`src/rtl/sprite_pkg.sv`:
```
// Shared sprite types and constants: animation modes, per-mode base states, state width.
// Imported by the animation sequencer and, later, the sheet position mux.
package sprite_pkg;

  localparam int SPRITE_STATE_W = 4;

  typedef enum logic [1:0] {
    IDLE   = 2'd0,
    WALK   = 2'd1,
    RUN    = 2'd2,
    ATTACK = 2'd3
  } anim_mode_t;

  localparam logic [SPRITE_STATE_W-1:0] BASE_IDLE   = 4'd0;
  localparam logic [SPRITE_STATE_W-1:0] BASE_WALK   = 4'd4;
  localparam logic [SPRITE_STATE_W-1:0] BASE_RUN    = 4'd8;
  localparam logic [SPRITE_STATE_W-1:0] BASE_ATTACK = 4'd12;

  function automatic logic [SPRITE_STATE_W-1:0] mode_base(input anim_mode_t m);
    logic [SPRITE_STATE_W-1:0] b;
    case (m)
      IDLE:    b = BASE_IDLE;
      WALK:    b = BASE_WALK;
      RUN:     b = BASE_RUN;
      default: b = BASE_ATTACK;
    endcase
    return b;
  endfunction

endpackage

```
`src/rtl/sprite_anim_seq_frame_pacer.sv`:
```
// Frame pacer: counts frame ticks, raises a combinational step on the last tick of each step.
// Step is same-cycle as the closing tick; clear wins over tick and suppresses step.
module frame_pacer #(
  parameter int unsigned FRAMES_PER_STEP = 6
) (
  input  logic clk,
  input  logic reset_n,
  input  logic tick,
  input  logic clear,
  output logic step
);

  localparam int CW = $clog2(FRAMES_PER_STEP + 1);
  localparam logic [CW-1:0] LAST = CW'(FRAMES_PER_STEP - 1);

  logic [CW-1:0] cnt;
  logic          at_last;

  assign at_last = (cnt == LAST);
  assign step    = tick && !clear && at_last;

  always_ff @(posedge clk) begin
    if (!reset_n) begin
      cnt <= '0;
    end else if (clear) begin
      cnt <= '0;
    end else if (tick) begin
      cnt <= at_last ? '0 : cnt + CW'(1);
    end
  end

endmodule

```
`src/rtl/sprite_anim_seq.sv`:
```
// Sprite animation sequencer: IR mode commands + frame pacing -> 4-bit sprite state, 1-cycle registered.
// Optional SPRITE_HOLD_EN adds a CMD_HOLD toggle that freezes pacing.
module sprite_anim_seq
  import sprite_pkg::*;
#(
  parameter int unsigned FRAMES_PER_STEP = 6,
  parameter logic [7:0]  CMD_IDLE        = 8'h16,
  parameter logic [7:0]  CMD_WALK        = 8'h19,
  parameter logic [7:0]  CMD_RUN         = 8'h0D,
  parameter logic [7:0]  CMD_ATTACK      = 8'h1C
`ifdef SPRITE_HOLD_EN
  ,
  parameter logic [7:0]  CMD_HOLD        = 8'h40
`endif
) (
  input  logic                      clk,
  input  logic                      reset_n,
  input  logic                      frame_tick,
  input  logic                      ir_valid,
  input  logic [7:0]                ir_cmd,
  output logic [SPRITE_STATE_W-1:0] sprite_state,
  output logic [1:0]                anim_mode,
  output logic                      anim_busy,
  output logic                      step_strobe
);

  anim_mode_t                mode_q;
  anim_mode_t                ret_q;
  logic [SPRITE_STATE_W-1:0] state_q;
  logic                      busy_q;
  logic                      strobe_q;

  anim_mode_t cmd_mode;
  logic       cmd_is_mode;
  logic       accept_mode;
  logic       accept_att;
  logic       accept_hold;
  logic       hold_act;
  logic       pace_tick;
  logic       pace_clear;
  logic       step;

  always_comb begin
    cmd_mode    = IDLE;
    cmd_is_mode = 1'b0;
    if (ir_cmd == CMD_IDLE) begin
      cmd_mode    = IDLE;
      cmd_is_mode = 1'b1;
    end else if (ir_cmd == CMD_WALK) begin
      cmd_mode    = WALK;
      cmd_is_mode = 1'b1;
    end else if (ir_cmd == CMD_RUN) begin
      cmd_mode    = RUN;
      cmd_is_mode = 1'b1;
    end
  end

  // While busy mode_q is ATTACK, so every mode command "differs"; busy gates it.
  assign accept_mode = ir_valid && cmd_is_mode && !busy_q && (cmd_mode != mode_q);
  assign accept_att  = ir_valid && (ir_cmd == CMD_ATTACK) && !busy_q;

`ifdef SPRITE_HOLD_EN
  logic hold_q;

  assign accept_hold = ir_valid && (ir_cmd == CMD_HOLD);
  assign hold_act    = hold_q;

  always_ff @(posedge clk) begin
    if (!reset_n) begin
      hold_q <= 1'b0;
    end else if (accept_hold) begin
      hold_q <= !hold_q;
    end
  end
`else
  assign accept_hold = 1'b0;
  assign hold_act    = 1'b0;
`endif

  // Any accepted command swallows a coincident tick.
  assign pace_clear = accept_mode || accept_att;
  assign pace_tick  = frame_tick && !hold_act && !(pace_clear || accept_hold);

  frame_pacer #(
    .FRAMES_PER_STEP(FRAMES_PER_STEP)
  ) u_pacer (
    .clk    (clk),
    .reset_n(reset_n),
    .tick   (pace_tick),
    .clear  (pace_clear),
    .step   (step)
  );

  always_ff @(posedge clk) begin
    if (!reset_n) begin
      mode_q   <= IDLE;
      ret_q    <= IDLE;
      state_q  <= BASE_IDLE;
      busy_q   <= 1'b0;
      strobe_q <= 1'b0;
    end else begin
      strobe_q <= 1'b0;
      if (accept_mode) begin
        mode_q  <= cmd_mode;
        state_q <= mode_base(cmd_mode);
      end else if (accept_att) begin
        ret_q   <= mode_q;
        mode_q  <= ATTACK;
        state_q <= BASE_ATTACK;
        busy_q  <= 1'b1;
      end else if (step) begin
        strobe_q <= 1'b1;
        if (busy_q && (state_q[1:0] == 2'b11)) begin
          mode_q  <= ret_q;
          state_q <= mode_base(ret_q);
          busy_q  <= 1'b0;
        end else begin
          state_q <= {state_q[3:2], state_q[1:0] + 2'd1};
        end
      end
    end
  end

  assign sprite_state = state_q;
  assign anim_mode    = mode_q;
  assign anim_busy    = busy_q;
  assign step_strobe  = strobe_q;

endmodule

```
`config.mk`:
```
export PLATFORM = sky130hd
export DESIGN_NAME = sprite_anim_seq
export DESIGN_NICKNAME = d
export VERILOG_FILES = /design/src/rtl/sprite_pkg.sv /design/src/rtl/sprite_anim_seq_frame_pacer.sv /design/src/rtl/sprite_anim_seq.sv
export SDC_FILE = /design/constraint.sdc
export NUM_CORES = 1
export LEC_CHECK = 0
export CORE_MARGIN = 2
export CORE_UTILIZATION = 45
export CTS_BUF_LIST = sky130_fd_sc_hd__clkbuf_2 sky130_fd_sc_hd__clkbuf_4 sky130_fd_sc_hd__clkbuf_8
export CTS_CLUSTER_SIZE = 8
export DETAILED_ROUTE_END_ITERATION = 16
export HOLD_SLACK_MARGIN = 0.05
export PLACE_DENSITY = 0.79
export SYNTH_ARGS = -nofsm -noshare
export SYNTH_HDL_FRONTEND = slang
export SYNTH_HIERARCHICAL = 1
export SYNTH_SLANG_ARGS = --single-unit
```
`constraint.sdc`:
```
create_clock -name clk -period 3.6 [get_ports clk]
set_input_delay 0.54 -clock clk [delete_from_list [all_inputs] [get_ports clk]]
set_output_delay 0.54 -clock clk [all_outputs]
set_load 0.02 [all_outputs]
```
==> impl_summary.log <==
INFO  metric run_status = completed
INFO  metric first_global_vias = 700
INFO  metric setup_total_negative_slack = 0 ps
INFO  metric async_flop_share = 0
INFO  metric cts-htree-levels = 1
INFO  metric power.share.combinational = 0.142
INFO  metric worst_path_maximum_fanout = 7
INFO  metric maxCapViolations = 0
INFO  metric cts_num_sinks = 13
INFO  metric total_leakage_power = 0.401 nW
INFO  metric max-slew-margin-rel = 0.734
INFO  metric timing_worst_slew_pin_value = 397 ps
INFO  metric maximum_buffer_depth_of_the_clock_tree = 2
INFO  metric syn_avg_cell_area = 9.08 µm²
INFO  metric clock.fmax = 303 MHz
INFO  metric worstSetupEndpointType = flop
INFO  metric r2r-end = anim_mode[1]$_SDFFE_PN0P_
INFO  metric yosysMostFrequentCell = dfxtp_1
INFO  metric fp-row-count = 14
INFO  metric detail_route.drc_violations = 0
INFO  metric power.sequential.fraction = 0.542
INFO  metric clkPwrFrac = 0.316
INFO  metric netlist_top_cells_area = dfxtp_1 34%, nand4b_1 3.4%, nand3_1 3.2%
INFO  metric hold_viol_final = 0
INFO  metric globalplace.congestion = 0.805
INFO  metric post_synth_edffs = 0
INFO  metric worst_reg2reg_setup_slack = 950 ps
INFO  metric final_layout_size_suffix_gt1_frac = 0.183
INFO  metric initial_core_util = 0.495
INFO  metric unrepaired_setup_endpoints_after_global_routing = false
INFO  metric critPathBufInv = 1
INFO  metric synth.net_count = 98
INFO  metric io-pin-count = 20
INFO  metric synth_flop_cell = dfxtp_1
INFO  metric via_per_inst = 6.16
INFO  metric fp.dieH = 45.4 µm
INFO  metric globalRoute.totalOverflow = 0
INFO  metric setup.worst_path.class = in2reg
INFO  metric clk_pin_slew_worst_paths = 80 ps
INFO  metric firstDrtPassIters = 4
INFO  metric die-width = 45.4 µm
INFO  metric final_period_utilization = 0.915
INFO  metric crit_top_cell = nand4b_1
INFO  metric cp.required = 3750 ps
INFO  metric synthesis.instances = 85
INFO  metric n_antenna_cell = 0
INFO  metric clk-insertion-delay-late = 270 ps
INFO  metric maximum_number_of_pins_on_one_net_before_global_route_repair = 14
INFO  metric ys.warnings.count = 6
INFO  metric coreArea = 1560 µm²
INFO  metric drt_iter0_drc = 15
INFO  metric critical_path_top_delay_cell = clkdlybuf4s50_1
INFO  metric hold_path.startpoint = sprite_state[2]$_SDFFE_PN0P_
INFO  metric grt_pass1_wl = 2820 µm
INFO  metric hpwl_after_dpl = 1250 µm
INFO  metric synthTopCellsByCount = 13 x dfxtp_1, 6 x nand2_1, 5 x nand3_1, 4 x a21oi_1, 4 x nor2_1
INFO  metric yosys.area.top_type_share = 0.337
INFO  metric drtAntennaViolNets = 0
INFO  metric finalWorstSetupSlack = 305 ps
INFO  metric internal_power = 0.210 mW
INFO  metric largest_delay_contributor_family_on_the_critical_path = simple AND/OR/NAND/NOR gates
INFO  metric post-place-ws = -61.0 ps
INFO  metric synth_area_leader_cell = dfxtp_1
INFO  metric rr_startpoint = anim_mode[0]$_SDFFE_PN0P_
INFO  metric netSwitchingPower = 0.0662 mW
INFO  metric fin_crit = 3300 ps
INFO  metric sw_ratio = 0.240
INFO  metric total_of_buffers_placed_on_input_and_output_ports = 19
INFO  metric series_of_cell_instances_along_the_critical_path = clkdlybuf4s50_1 -> or2_0 -> a311o_1 -> nand4_1 -> o21a_4 -> and2_2 -> nand4b_1 -> nor2_2 -> nand3_1 -> nand4b_1 -> o22ai_1 -> a211oi_1 -> a31oi_1
INFO  metric grt_antenna_before_repair = 0
INFO  metric root_buffer_cell = clkbuf_4
INFO  metric netlist-cell-type-count = 44
INFO  metric proportion_of_synthesized_chip_area_in_sequential_cells = 0.337
INFO  metric cts_made_buffers = 3
INFO  metric cts_setup_buffers = 0
INFO  metric cts_tree = built
INFO  metric wl_per_cell = 13.8 µm
INFO  metric slowest_delay = 520 ps
INFO  metric r2r.worst_path.cells = 11
INFO  metric post_synth_instance_area = 772 µm²
INFO  metric fin_skew = 1.84 ps
INFO  metric vdd.ir_drop.worst = 291 µV
INFO  metric critical_path_arrival = 3440 ps
INFO  metric report.final.slew_viol_count = 0
INFO  metric gr-usage-all-layers = 0.182
INFO  metric wl = 1730 µm
INFO  metric hold_path_depth = 2
INFO  metric power-per-cell-area = 271 nW/µm²
INFO  metric syn2layout_area_growth = 31.9%
INFO  metric report.final.setup_viol = 0
INFO  metric timing.hold.worst.class = reg2reg
INFO  metric design.die.area = 2060 µm²
INFO  metric timing.critical_path.from_type = input port
INFO  metric yosys_register_bits = 13
INFO  metric min_delay_worst_endpoint = sprite_state[2]$_SDFFE_PN0P_
INFO  metric vias = 770
INFO  metric design.final.nets = 123
[layer usage]
layer,GRT usage,part of all wire,vias up
met3,0.0397,0.060,0
met5,0,0,-
met1,0.240,0.46,376
met2,0.293,0.48,24
li1,-,-,370
met4,0.0588,0,0
[worst max path at each step]
stage / end / start / depth (start not counted)
2_1_floorplan: anim_mode[1]$_SDFFE_PN0P_ / ir_cmd[1] / 13
3_3_place_gp: sprite_state[3]$_SDFFE_PN0P_ / ir_cmd[1] / 13
3_5_place_dp: anim_mode[1]$_SDFFE_PN0P_ / ir_cmd[2] / 13
4_1_cts: anim_mode[1]$_SDFFE_PN0P_ / ir_cmd[2] / 13
5_1_grt: anim_mode[1]$_SDFFE_PN0P_ / ir_cmd[1] / 13
6_report: anim_mode[1]$_SDFFE_PN0P_ / ir_cmd[2] / 13
[cells in the final DEF (no fill, tap or decap), types with 4 or more instances in the layout]
cell type,Yosys,routed
nand3_1,5,5
dfxtp_1,13,13
nand2_1,6,6
clkdlybuf4s50_1,0,19
a21oi_1,4,4
[through the flow]
stage | cells | power, mW | hold slack [ps] | utilization | area, µm²
3_5_place_dp | 121 | 0.191 | 467 | 0.634 | 988
5_1_grt | 125 | 0.289 | 513 | 0.653 | 1020
4_1_cts | 125 | 0.279 | 478 | 0.652 | 1020
2_1_floorplan | 85 | 0.172 | 476 | - | 772
6_report | 125 | 0.277 | 473 | 0.653 | 1020
3_3_place_gp | 121 | 0.191 | 455 | 0.634 | 988
[kinds of logic after synthesis]
group                      synth area share
AOI/OAI and AO/OA                     0.193
xor gates and xnor gates             0.0227
adders and majority gates            0.0162
buffers and inverters                0.0389
DFF                                   0.337
muxes                                0.0405
and+or+nand+nor                       0.352
[registers in the layout, summed over array words and instances (netlist names)]
signal        count
step_strobe       1
anim_busy         1
ret_q             2
u_pacer/cnt       3
anim_mode         2
sprite_state      4
[what timing repair did]
item                                    4_1_cts  5_1_grt
endpoints found under the setup margin        0        2
resized for setup                             0        1
hold buffers                                  0        0
[power groups by stage]
stage / Combinational [mW] / Clock (mW) / Sequential [mW]
4_1_cts: 0.0388 / 0.0903 / 0.149
2_1_floorplan: 0.0194 / 0 / 0.153
3_5_place_dp: 0.0384 / 0 / 0.153
6_report: 0.0392 / 0.0875 / 0.150
3_3_place_gp: 0.0380 / 0 / 0.153
5_1_grt: 0.0426 / 0.0967 / 0.150
[worst reg2reg max path, stage by stage, from the launching register on]
cell	delay, ps
dfxtp_1	500
nand4_1	220
nand4_1	160
o21a_4	200
and2_2	220
nand4b_1	120
nor2_2	220
nand3_1	240
nand4b_1	170
o22ai_1	100
a211oi_1	320
a31oi_1	70
[area by class of cell]
class	count	area, µm²
multi-input cells	67	484
clock inverters	1	5.00
well taps	16	20.0
fillers	137	541
flip-flops and latches	13	260
inverters	3	13.8
repair buffers	22	213
clock buffers	3	22.5
No activity file was read; power rests on OpenSTA's default activity.
